$ cat src/rtl/alu_control_md_if.sv
// Decode/multiply-divide request and response bundle between the register-read
// stage (master) and the ALU control block (slave).
interface alu_control_md_if #(parameter int WIDTH = 32);
  logic             valid;
  logic [2:0]       uc;
  logic [5:0]       funct;
  logic [WIDTH-1:0] op_a;
  logic [WIDTH-1:0] op_b;
  logic [2:0]       alu_sel;
  logic             illegal;
  logic             busy;
  logic             stall;
  logic             md_done;
  logic [WIDTH-1:0] md_result;
  logic             md_result_valid;

  modport master (
    output valid, uc, funct, op_a, op_b,
    input  alu_sel, illegal, busy, stall, md_done, md_result, md_result_valid
  );

  modport slave (
    input  valid, uc, funct, op_a, op_b,
    output alu_sel, illegal, busy, stall, md_done, md_result, md_result_valid
  );
endinterface

$ cat src/rtl/alu_control_md.sv
// Registered ALU select decoder with an iterative WIDTH-cycle multiply/divide
// sequencer, HI/LO registers and MFHI/MFLO readback.
module alu_control_md #(
  parameter int WIDTH = 32
) (
  input logic              clk,
  input logic              rst,
  alu_control_md_if.slave  bus
);
  localparam int CW = $clog2(WIDTH);

  localparam logic [5:0] F_ADD  = 6'b100000, F_SUB  = 6'b100010, F_SLT   = 6'b101010;
  localparam logic [5:0] F_NOR  = 6'b100111, F_XOR  = 6'b100110, F_AND   = 6'b100100;
  localparam logic [5:0] F_OR   = 6'b100101, F_MULT = 6'b011000, F_MULTU = 6'b011001;
  localparam logic [5:0] F_DIV  = 6'b011010, F_DIVU = 6'b011011, F_MFHI  = 6'b010000;
  localparam logic [5:0] F_MFLO = 6'b010010;

  typedef enum logic {IDLE, RUN} state_e;

  state_e             state_q;
  logic [CW-1:0]      cnt_q;
  logic [2*WIDTH-1:0] acc_q;
  logic [WIDTH-1:0]   mag_q, a_q, hi_q, lo_q, res_q;
  logic               div_q, sa_q, sb_q, bz_q;
  logic [2:0]         sel_q;
  logic               ill_q, done_q, rv_q;

  logic               rtype, md_arith, md_read, stall, start, signed_op;
  logic [2:0]         dec_sel;
  logic               dec_ill;
  logic [WIDTH-1:0]   mag_a, mag_b, quo, rem, fin_hi, fin_lo;
  logic [WIDTH:0]     mul_sum, div_rs, div_diff;
  logic [2*WIDTH-1:0] step, prod;

  always_comb begin
    dec_sel = 3'b000;
    dec_ill = 1'b0;
    if (rtype) begin
      case (bus.funct)
        F_ADD: dec_sel = 3'b000;
        F_SUB: dec_sel = 3'b001;
        F_SLT: dec_sel = 3'b010;
        F_NOR: dec_sel = 3'b011;
        F_XOR: dec_sel = 3'b100;
        F_AND: dec_sel = 3'b101;
        F_OR:  dec_sel = 3'b110;
        F_MULT, F_MULTU, F_DIV, F_DIVU, F_MFHI, F_MFLO: dec_sel = 3'b000;
        default: dec_ill = 1'b1;
      endcase
    end else begin
      case (bus.uc)
        3'b000:  dec_sel = 3'b000;
        3'b001:  dec_sel = 3'b001;
        3'b010:  dec_sel = 3'b010;
        3'b011:  dec_sel = 3'b100;
        3'b101:  dec_sel = 3'b101;
        3'b110:  dec_sel = 3'b110;
        default: dec_ill = 1'b1;
      endcase
    end
  end

  assign rtype     = bus.uc == 3'b111;
  assign md_arith  = rtype && (bus.funct inside {F_MULT, F_MULTU, F_DIV, F_DIVU});
  assign md_read   = rtype && (bus.funct == F_MFHI || bus.funct == F_MFLO);
  assign stall     = bus.valid && (state_q == RUN) && (md_arith || md_read);
  assign start     = bus.valid && (state_q == IDLE) && md_arith;
  // funct[0] clear selects the signed flavour, funct[1] set selects divide
  assign signed_op = !bus.funct[0];
  assign mag_a     = (signed_op && bus.op_a[WIDTH-1]) ? -bus.op_a : bus.op_a;
  assign mag_b     = (signed_op && bus.op_b[WIDTH-1]) ? -bus.op_b : bus.op_b;

  // acc_q holds {partial product, multiplier} or {remainder, dividend/quotient}
  always_comb begin
    mul_sum  = {1'b0, acc_q[2*WIDTH-1:WIDTH]} + (acc_q[0] ? {1'b0, mag_q} : '0);
    div_rs   = {acc_q[2*WIDTH-1:WIDTH], acc_q[WIDTH-1]};
    div_diff = div_rs - {1'b0, mag_q};
    if (div_q)
      step = div_diff[WIDTH] ? {div_rs[WIDTH-1:0], acc_q[WIDTH-2:0], 1'b0}
                             : {div_diff[WIDTH-1:0], acc_q[WIDTH-2:0], 1'b1};
    else
      step = {mul_sum, acc_q[WIDTH-1:1]};
    prod = (sa_q ^ sb_q) ? -step : step;
    quo  = step[WIDTH-1:0];
    rem  = step[2*WIDTH-1:WIDTH];
    if (!div_q) begin
      fin_hi = prod[2*WIDTH-1:WIDTH];
      fin_lo = prod[WIDTH-1:0];
    end else if (bz_q) begin
      fin_hi = a_q;
      fin_lo = '1;
    end else begin
      fin_hi = sa_q ? -rem : rem;
      fin_lo = (sa_q ^ sb_q) ? -quo : quo;
    end
  end

  always_ff @(posedge clk) begin
    if (rst) begin
      state_q <= IDLE;
      cnt_q   <= '0;
      acc_q   <= '0;
      mag_q   <= '0;
      a_q     <= '0;
      hi_q    <= '0;
      lo_q    <= '0;
      res_q   <= '0;
      div_q   <= 1'b0;
      sa_q    <= 1'b0;
      sb_q    <= 1'b0;
      bz_q    <= 1'b0;
      sel_q   <= 3'b000;
      ill_q   <= 1'b0;
      done_q  <= 1'b0;
      rv_q    <= 1'b0;
    end else begin
      done_q <= 1'b0;
      rv_q   <= 1'b0;
      if (bus.valid && !stall) begin
        sel_q <= dec_sel;
        ill_q <= dec_ill;
      end
      if (bus.valid && state_q == IDLE && md_read) begin
        res_q <= (bus.funct == F_MFHI) ? hi_q : lo_q;
        rv_q  <= 1'b1;
      end
      case (state_q)
        IDLE: if (start) begin
          state_q <= RUN;
          cnt_q   <= '0;
          div_q   <= bus.funct[1];
          sa_q    <= signed_op && bus.op_a[WIDTH-1];
          sb_q    <= signed_op && bus.op_b[WIDTH-1];
          bz_q    <= bus.op_b == '0;
          a_q     <= bus.op_a;
          mag_q   <= bus.funct[1] ? mag_b : mag_a;
          acc_q   <= bus.funct[1] ? {{WIDTH{1'b0}}, mag_a} : {{WIDTH{1'b0}}, mag_b};
        end
        RUN: begin
          acc_q <= step;
          cnt_q <= cnt_q + CW'(1);
          if (cnt_q == CW'(WIDTH - 1)) begin
            hi_q    <= fin_hi;
            lo_q    <= fin_lo;
            done_q  <= 1'b1;
            state_q <= IDLE;
          end
        end
        default: state_q <= IDLE;
      endcase
    end
  end

  assign bus.alu_sel         = sel_q;
  assign bus.illegal         = ill_q;
  assign bus.busy            = state_q == RUN;
  assign bus.stall           = stall;
  assign bus.md_done         = done_q;
  assign bus.md_result       = res_q;
  assign bus.md_result_valid = rv_q;
endmodule

$ cat src/flat_wrapper.sv
// flat-port wrapper written by rule: the top's interface ports become plain ports
module alu_control_md_flat 
#(
  parameter int WIDTH = 32
)
  (clk, rst, bus_valid, bus_uc, bus_funct, bus_op_a, bus_op_b, bus_alu_sel, bus_illegal, bus_busy, bus_stall, bus_md_done, bus_md_result, bus_md_result_valid);
  alu_control_md_if #(.WIDTH(WIDTH)) bus_i ();
  input logic clk;
  input logic rst;
  input wire logic [$bits(bus_i.valid)-1:0] bus_valid;
  input wire logic [$bits(bus_i.uc)-1:0] bus_uc;
  input wire logic [$bits(bus_i.funct)-1:0] bus_funct;
  input wire logic [$bits(bus_i.op_a)-1:0] bus_op_a;
  input wire logic [$bits(bus_i.op_b)-1:0] bus_op_b;
  output wire logic [$bits(bus_i.alu_sel)-1:0] bus_alu_sel;
  output wire logic [$bits(bus_i.illegal)-1:0] bus_illegal;
  output wire logic [$bits(bus_i.busy)-1:0] bus_busy;
  output wire logic [$bits(bus_i.stall)-1:0] bus_stall;
  output wire logic [$bits(bus_i.md_done)-1:0] bus_md_done;
  output wire logic [$bits(bus_i.md_result)-1:0] bus_md_result;
  output wire logic [$bits(bus_i.md_result_valid)-1:0] bus_md_result_valid;
  assign bus_i.valid = bus_valid;
  assign bus_i.uc = bus_uc;
  assign bus_i.funct = bus_funct;
  assign bus_i.op_a = bus_op_a;
  assign bus_i.op_b = bus_op_b;
  assign bus_alu_sel = bus_i.alu_sel;
  assign bus_illegal = bus_i.illegal;
  assign bus_busy = bus_i.busy;
  assign bus_stall = bus_i.stall;
  assign bus_md_done = bus_i.md_done;
  assign bus_md_result = bus_i.md_result;
  assign bus_md_result_valid = bus_i.md_result_valid;
  alu_control_md #(.WIDTH(WIDTH)) u_core (.clk(clk), .rst(rst), .bus(bus_i));
endmodule
$ cat config.mk
export PLATFORM = sky130hd
export DESIGN_NAME = alu_control_md_flat
export DESIGN_NICKNAME = d
export VERILOG_FILES = /design/src/rtl/alu_control_md_if.sv /design/src/rtl/alu_control_md.sv /design/src/flat_wrapper.sv
export SDC_FILE = /design/constraint.sdc
export NUM_CORES = 1
export LEC_CHECK = 0
export CAP_MARGIN = 30
export CORE_UTILIZATION = 50
export CTS_BUF_LIST = sky130_fd_sc_hd__clkbuf_16
export CTS_CLUSTER_SIZE = 8
export DETAILED_ROUTE_END_ITERATION = 7
export PLACE_DENSITY = 0.69
export SLEW_MARGIN = 20
export SYNTH_ARGS = -nofsm -noshare
export SYNTH_HDL_FRONTEND = slang
export SYNTH_SLANG_ARGS = --single-unit
export TNS_END_PERCENT = 1
$ cat constraint.sdc
create_clock -name clk -period 14.9 [get_ports clk]
set_input_delay 1.49 -clock clk [delete_from_list [all_inputs] [get_ports clk]]
set_output_delay 1.49 -clock clk [all_outputs]
set_load 0.005 [all_outputs]
# Yosys cells after proc, flatten, opt, wreduce, memory -nomap -nowiden
# Index checks and enable logic that the tools add are counted.
dict set report totals {
  output_inout_bits 40
  inputBits 76
  reg_bits 240
  wordCells 99
}
dict set report classes {
  reduce_logical 22
  n_eq_ne 21
  bitwise 2
  add_sub_neg 8
  mux 30
}
# cell count
set ops {}
lappend ops {{$mux 32} 12}
lappend ops {{$mux 64} 4}
lappend ops {{$neg 32->32} 4}
lappend ops {{$pmux 64 s2} 1}
lappend ops {{$neg 64->64} 1}
lappend ops {{$eq 6x6->1 const B} 7}
lappend ops {{$eq 6x5->1 const B} 6}
lappend ops {{$add 32x33->33} 1}
lappend ops {{$sub 33x32->33} 1}
lappend ops {{$logic_not 32->1} 1}
lappend ops {{$pmux 3 s6} 1}
lappend ops {{$pmux 3 s5} 1}
lappend ops {{$reduce_or 13->1} 1}
lappend ops {{$logic_and 1x1->1} 10}
lappend ops {{$pmux 5 s2} 1}
lappend ops {{$eq 3x3->1 const B} 3}
lappend ops {{$mux 1} 7}
lappend ops {{$eq 3x2->1 const B} 2}
lappend ops {{$reduce_or 6->1} 1}
lappend ops {{$add 5x1->5 const B} 1}
lappend ops {{$eq 5x5->1 const B} 1}
lappend ops {{$mux 5} 1}
lappend ops {{$reduce_and 2->1} 2}
lappend ops {{$reduce_bool 4->1} 1}
lappend ops {{other kinds (10)} 12}

# Longest topological paths before layout
dict set report logic_depth {
  depth_word 7
  depth_mapped 26
  mapped_depth_nobuf 24
}

# Worst setup path before layout
# No wires, ideal clock.
dict set report synth_path {
  path_kind {reg-to-reg}
  startpoint {register u_core.acc_q[31]}
  endpoint {register u_core.hi_q[26]}
  setup_time_ps 121
  required_time_ps 14779
  t_arrival_ps 4660
  path_buffers 2
  slack_ps 10119
  stages_incl_launch_ff 27
  period_less_slack_ps 4781
  cell_sequence {dfxtp_1 > inv_1 > ha_1 > inv_1 > fa_1 > a211oi_2 > o211ai_2 > a31oi_2 > a21o_1 > buf_4 > a21o_1 > nor2_1 > a21o_1 > inv_1 > ha_1 > nand2_1 > or2_2 > nand2b_1 > or2_2 > clkbuf_1 > nor3_1 > nand3_1 > nor4_2 > a31oi_1 > xor2_1 > o221ai_1 > nand2_1}
}
dict set report synth_between {
  elab_chain_len 7
  word_cells_on_any_way 9
  cone_classes {3 x add/sub; 6 x mux}
}
# item line_no
set synth_rtl {}
lappend synth_rtl {{start, declared} alu_control_md.sv:22} ;# logic [2*WIDTH-1:0] acc_q;
lappend synth_rtl {{start signal, assigned} alu_control_md.sv:137} ;# acc_q <= bus.funct[1] ? {{WIDTH{1'b0}}, mag_a} : {{WIDTH{1'b0}}, mag_b};
lappend synth_rtl {{start signal, assigned} alu_control_md.sv:140} ;# acc_q <= step;
lappend synth_rtl {{$sub 33x32->33} alu_control_md.sv:77} ;# div_diff = div_rs - {1'b0, mag_q};
lappend synth_rtl {{$mux 64} alu_control_md.sv:79} ;# step = div_diff[WIDTH] ? {div_rs[WIDTH-1:0], acc_q[WIDTH-2:0], 1'b0}
lappend synth_rtl {{$mux 64 (*)} alu_control_md.sv:78} ;# if (div_q)
lappend synth_rtl {{$neg 32->32} alu_control_md.sv:93} ;# fin_hi = sa_q ? -rem : rem;
lappend synth_rtl {{$mux 32} alu_control_md.sv:93}
lappend synth_rtl {{$mux 32} alu_control_md.sv:89} ;# end else if (bz_q) begin
lappend synth_rtl {{$mux 32 (*)} alu_control_md.sv:86} ;# if (!div_q) begin
lappend synth_rtl {{end signal, assigned} alu_control_md.sv:143} ;# hi_q <= fin_hi;
lappend synth_rtl {{end, declared} alu_control_md.sv:23} ;# logic [WIDTH-1:0] mag_q, a_q, hi_q, lo_q, res_q;
# Every way passes the cells marked *; elsewhere a longest branch is shown, timed or not.
# A chain may end at the register's enable or synchronous reset.

# Worst setup path in the final report
dict set report layout_path {
  startpoint {register u_core.mag_q[28]}
  endpoint {register u_core.hi_q[28]}
}
dict set report layout_between {
  elab_chain_len 7
  word_cells_on_any_way 11
  cone_classes {4 x add/sub; 7 x mux}
}
# item line_no
set layout_rtl {}
lappend layout_rtl {{start, declared} alu_control_md.sv:23}
lappend layout_rtl {{start signal, assigned} alu_control_md.sv:136} ;# mag_q <= bus.funct[1] ? mag_b : mag_a;
lappend layout_rtl {{$sub 33x32->33 / $mux 32 (equally long branches)} {alu_control_md.sv:77, alu_control_md.sv:75}}
lappend layout_rtl {{$mux 64 / $add 32x33->33 (equally long branches)} {alu_control_md.sv:79, alu_control_md.sv:75}}
lappend layout_rtl {{$mux 64 (*)} alu_control_md.sv:78}
lappend layout_rtl {{$neg 32->32} alu_control_md.sv:93}
lappend layout_rtl {{$mux 32} alu_control_md.sv:93}
lappend layout_rtl {{$mux 32} alu_control_md.sv:89}
lappend layout_rtl {{$mux 32 (*)} alu_control_md.sv:86}
# Marks and branches as above.

==> summary.md <==
| Metric | Value |
|---|---|
| Status | complete, no violations |
| TNS Setup | 0 ns |
| Hold buffers post-CTS | 0 |
| Crit path cell chain | inv_1, ha_1, nand4_1, nor3_1, a21oi_1, a21o_1, a21oi_4, nor2_1, a21o_1, inv_1, ha_1, nand2_1, or2_2, nand2b_1, or2_2, nor3_1, nand3_1, nor4_2, nand2_1, o21ai_1, mux2i_1, o21ai_1 |
| Antenna violations before repair | 1 |
| Relative slew slack | 29.21% |
| Die Footprint | 39,320 sq um |
| Post-Route Skew | 0.01945 ns |
| Final Hold Fails | 0 |
| Worst min-delay path class | flip-flop to flip-flop |
| CTS sink count | 240 |
| Area leader, netlist | dfxtp_1 |
| Fmax | 0.1574 GHz |
| Vias post-DR | 21,089 |
| Compound-cell area share of the yosys netlist | 28.87% |
| Simple logic cell fraction of the synthesized area | 23.23% |
| Share of async-settable or async-resettable flops after synthesis | 0% |
| Clk buf depth | 3 |
| Clk slew on worst S/H paths | 0.05 ns |
| Crit path max-delay cell type | nor4_2 |
| Hold WS | 0.4460 ns |
| #FFs+latches synth | 240 |
| CP peak stage delay | 0.53 ns |
| Routed len/inst | 25.49 microns |
| Adder-cell share of the synthesized area | 4.754% |
| Dpl cell area | 20,600 sq um |
| Setup Fix Bufs, Post-CTS | 0 |
| Mux share of post-synthesis cell area | 4.507% |
| CTS tree | done |
| Vias in the first global route | 18,536 |
| Critical path fanouts, max | 12 |
| Ranking of synthesized cells by area | dfxtp_1 (25%), a21oi_1 (7.6%), nor2_1 (5.7%) |
| Leakage | 0.008354 uW |
| CP arrival | 6.79 ns |
| CP required | 15.34 ns |
| Slew @ Worst Pin | 1.056 ns |
| Total track usage | 40.42% |
| Die Ht | 198.3 microns |
| PostCTS Resize Cnt | 0 |
| Largest family of logic cells by synthesized area | compound AO/OA/AOI/OAI gates |
| TritonRoute pass-1 iters | 7 |
| Most common cell in the netlist | nor2_1 |
| Final worst path period need | 6.352 ns |
| Synthesis Warnings | 0 |
| Slew Viols, Final | 0 |
| Design area | 21,600 sq um |
| Critical path class | flip-flop to flip-flop |
| Syn nets | 2,797 |
| H-tree depth | 2 |
| Port Buf Inserts | 115 |
| CTS Buf Count | 36 |
| Setup Viol. Count Final | 0 |
| DP Wirelength | 61,070 microns |
| Die extent in x | 198.3 microns |
| GP Congestion | 1.039 |
| Crit path buf inv count | 2 |
| Maximum vdd ir drop | 0.07559 mV |
| Drt drc | 0 |
| Core area | 37,760 sq um |
| Grt ovf | 0 |
| Iteration-0 DRC Markers | 2,859 |
| N_diodes | 0 |
| Commonest cells post-synth | nor2_1 (294), a21oi_1 (291), nand2_1 (282) |
| Synth Instances | 2,649 |
| Number of distinct library cells after synthesis | 97 |
| Post-Syn Area | 19,260 sq um |
| Largest net degree at the start of global routing | 103 |
| EDFF count, synth | 0 |
| Startpoint types | flip-flop |
| XOR/XNOR share of the synthesized area | 8.274% |
| Layout cells sized above 1 | 6.381% |
| CP delay by family, top | simple AND/OR/NAND/NOR gates |
| Top cell type's share of synthesized area | 24.94% |
| Final worst path period share | 42.63% |
| Power density over the cells | 71.52 nW/um^2 |
| Critical Path End Type | flip-flop |
| Via density | 6.642 |
| Avg Inst Size Synth | 7.272 sq um |
| Nets | 2,805 |
| Rows | 71 |
| Total of max-cap violations | 0 |
| # IOs | 116 |
| Antenna Violating Nets Remaining | 0 |
| Area growth from synthesis to layout | 12.15% |
| RSZ-0062 raised after global routing | no |
| Aggregate routed wire length | 80,950 microns |
| Seq/Total Area, Yosys | 24.94% |
| First-pass GRT wire length | 118,800 microns |
| Worst skew pair latency | 0.56 ns |
| Top_reg_cell synth | dfxtp_1 |
| CTS Root Cell | clkbuf_16 |
| Initial Util | 51.03% |
[flip-flops by register name, indices dropped and copies added, names as in the netlist, 3 cells and up]
signal / count
u_core.cnt_q: 5
u_core.bus.alu_sel: 3
u_core.mag_q: 32
u_core.bus.md_result: 32
u_core.hi_q: 32
u_core.a_q: 32
u_core.lo_q: 32
u_core.acc_q: 64
[through the flow]
step / setup WS, ns / power (uW) / cells / util, %
after floorplan: 10.12 / 743.9 / 2649 / -
after global placement: 8.874 / 807.6 / 3127 / 54.55
after detailed placement: 8.860 / 807.9 / 3128 / 54.56
after CTS: 8.814 / 1544 / 3173 / 57.13
after global routing: 8.335 / 1584 / 3175 / 57.22
final: 8.548 / 1545 / 3175 / 57.22
[worst paths after layout]
check	slack, ns	start	endpoint	cells after the start
worst max-delay path	8.55	u_core.mag_q[28]	u_core.hi_q[28]	22
worst min-delay path	0.45	u_core.hi_q[27]	u_core.hi_q[27]	2
worst max register to register	8.55	u_core.mag_q[28]	u_core.hi_q[28]	22
worst min register to register	0.45	u_core.hi_q[27]	u_core.hi_q[27]	2
[worst reg2reg max path, cell delays in order, from the launching register on]
cell	delay, ns
dfxtp_1	0.49
inv_1	0.24
ha_1	0.46
nand4_1	0.20
nor3_1	0.35
a21oi_1	0.16
a21o_1	0.32
a21oi_4	0.46
nor2_1	0.24
a21o_1	0.23
inv_1	0.08
ha_1	0.18
nand2_1	0.06
or2_2	0.30
nand2b_1	0.18
or2_2	0.40
nor3_1	0.47
nand3_1	0.23
nor4_2	0.53
nand2_1	0.18
o21ai_1	0.19
mux2i_1	0.21
o21ai_1	0.08
[layout by cell type, fill, tap and decap left out, types with 8 or more instances in the layout]
master,netlist,final
a211o_1,8,8
a211oi_1,92,92
a21o_1,23,23
a21oi_1,291,290
a21oi_2,7,8
a221oi_1,25,25
a22oi_1,9,9
a31oi_1,44,44
and2_1,50,49
and3_1,40,40
buf_4,4,32
clkbuf_16,0,36
clkdlybuf4s50_1,0,113
dfxtp_1,240,238
ha_1,70,70
inv_1,82,85
mux2_2,22,22
mux2i_1,62,62
nand2_1,282,282
nand2b_1,22,22
nand3_1,43,43
nand4_1,25,25
nor2_1,294,293
nor2b_1,16,16
nor3_1,69,69
nor4_1,25,24
o211ai_1,52,52
o21a_1,22,22
o21ai_0,147,147
o21ai_1,13,13
o221ai_1,8,8
o31ai_1,17,17
or2_2,14,14
or3_1,19,19
or4_1,12,12
xnor2_1,103,102
xor2_1,79,78
[final cells by class]
| cell class | instances | area [sq um] |
|---|---|---|
| clock buffer | 36 | 900.9 |
| clock inverter | 9 | 68.82 |
| fill | 3658 | 16150 |
| inverter | 83 | 311.5 |
| multi-input combinational | 2147 | 13460 |
| sequential | 240 | 4810 |
| tap | 511 | 639.4 |
| timing repair buffer | 149 | 1419 |
[metal layers]
| metal | global-route usage, % | part of all wire (%) |
|---|---|---|
| met1 | 59.36 | 43 |
| met5 | 0 | 0 |
| met3 | 9.181 | 12 |
| met2 | 55.26 | 40 |
| met4 | 17.60 | 4.5 |
[cell families (layout without fill, tap and decap cells)]
group           Yosys count  in the layout
compound gates          860            860
xor+xnor                182            182
fa+ha+maj                72             72
buf+inv                 262            277
flops                   240            240
mux                      84             84
simple gates            949            949
[power by group]
group	switching, uW	leakage (uW)	internal, uW
sequential	1.16	0.00193	644
clock	312	0.000492	431
combinational	102	0.00593	54.7
total	415	0.00835	1130
Power figures use the tool's default switching activity.
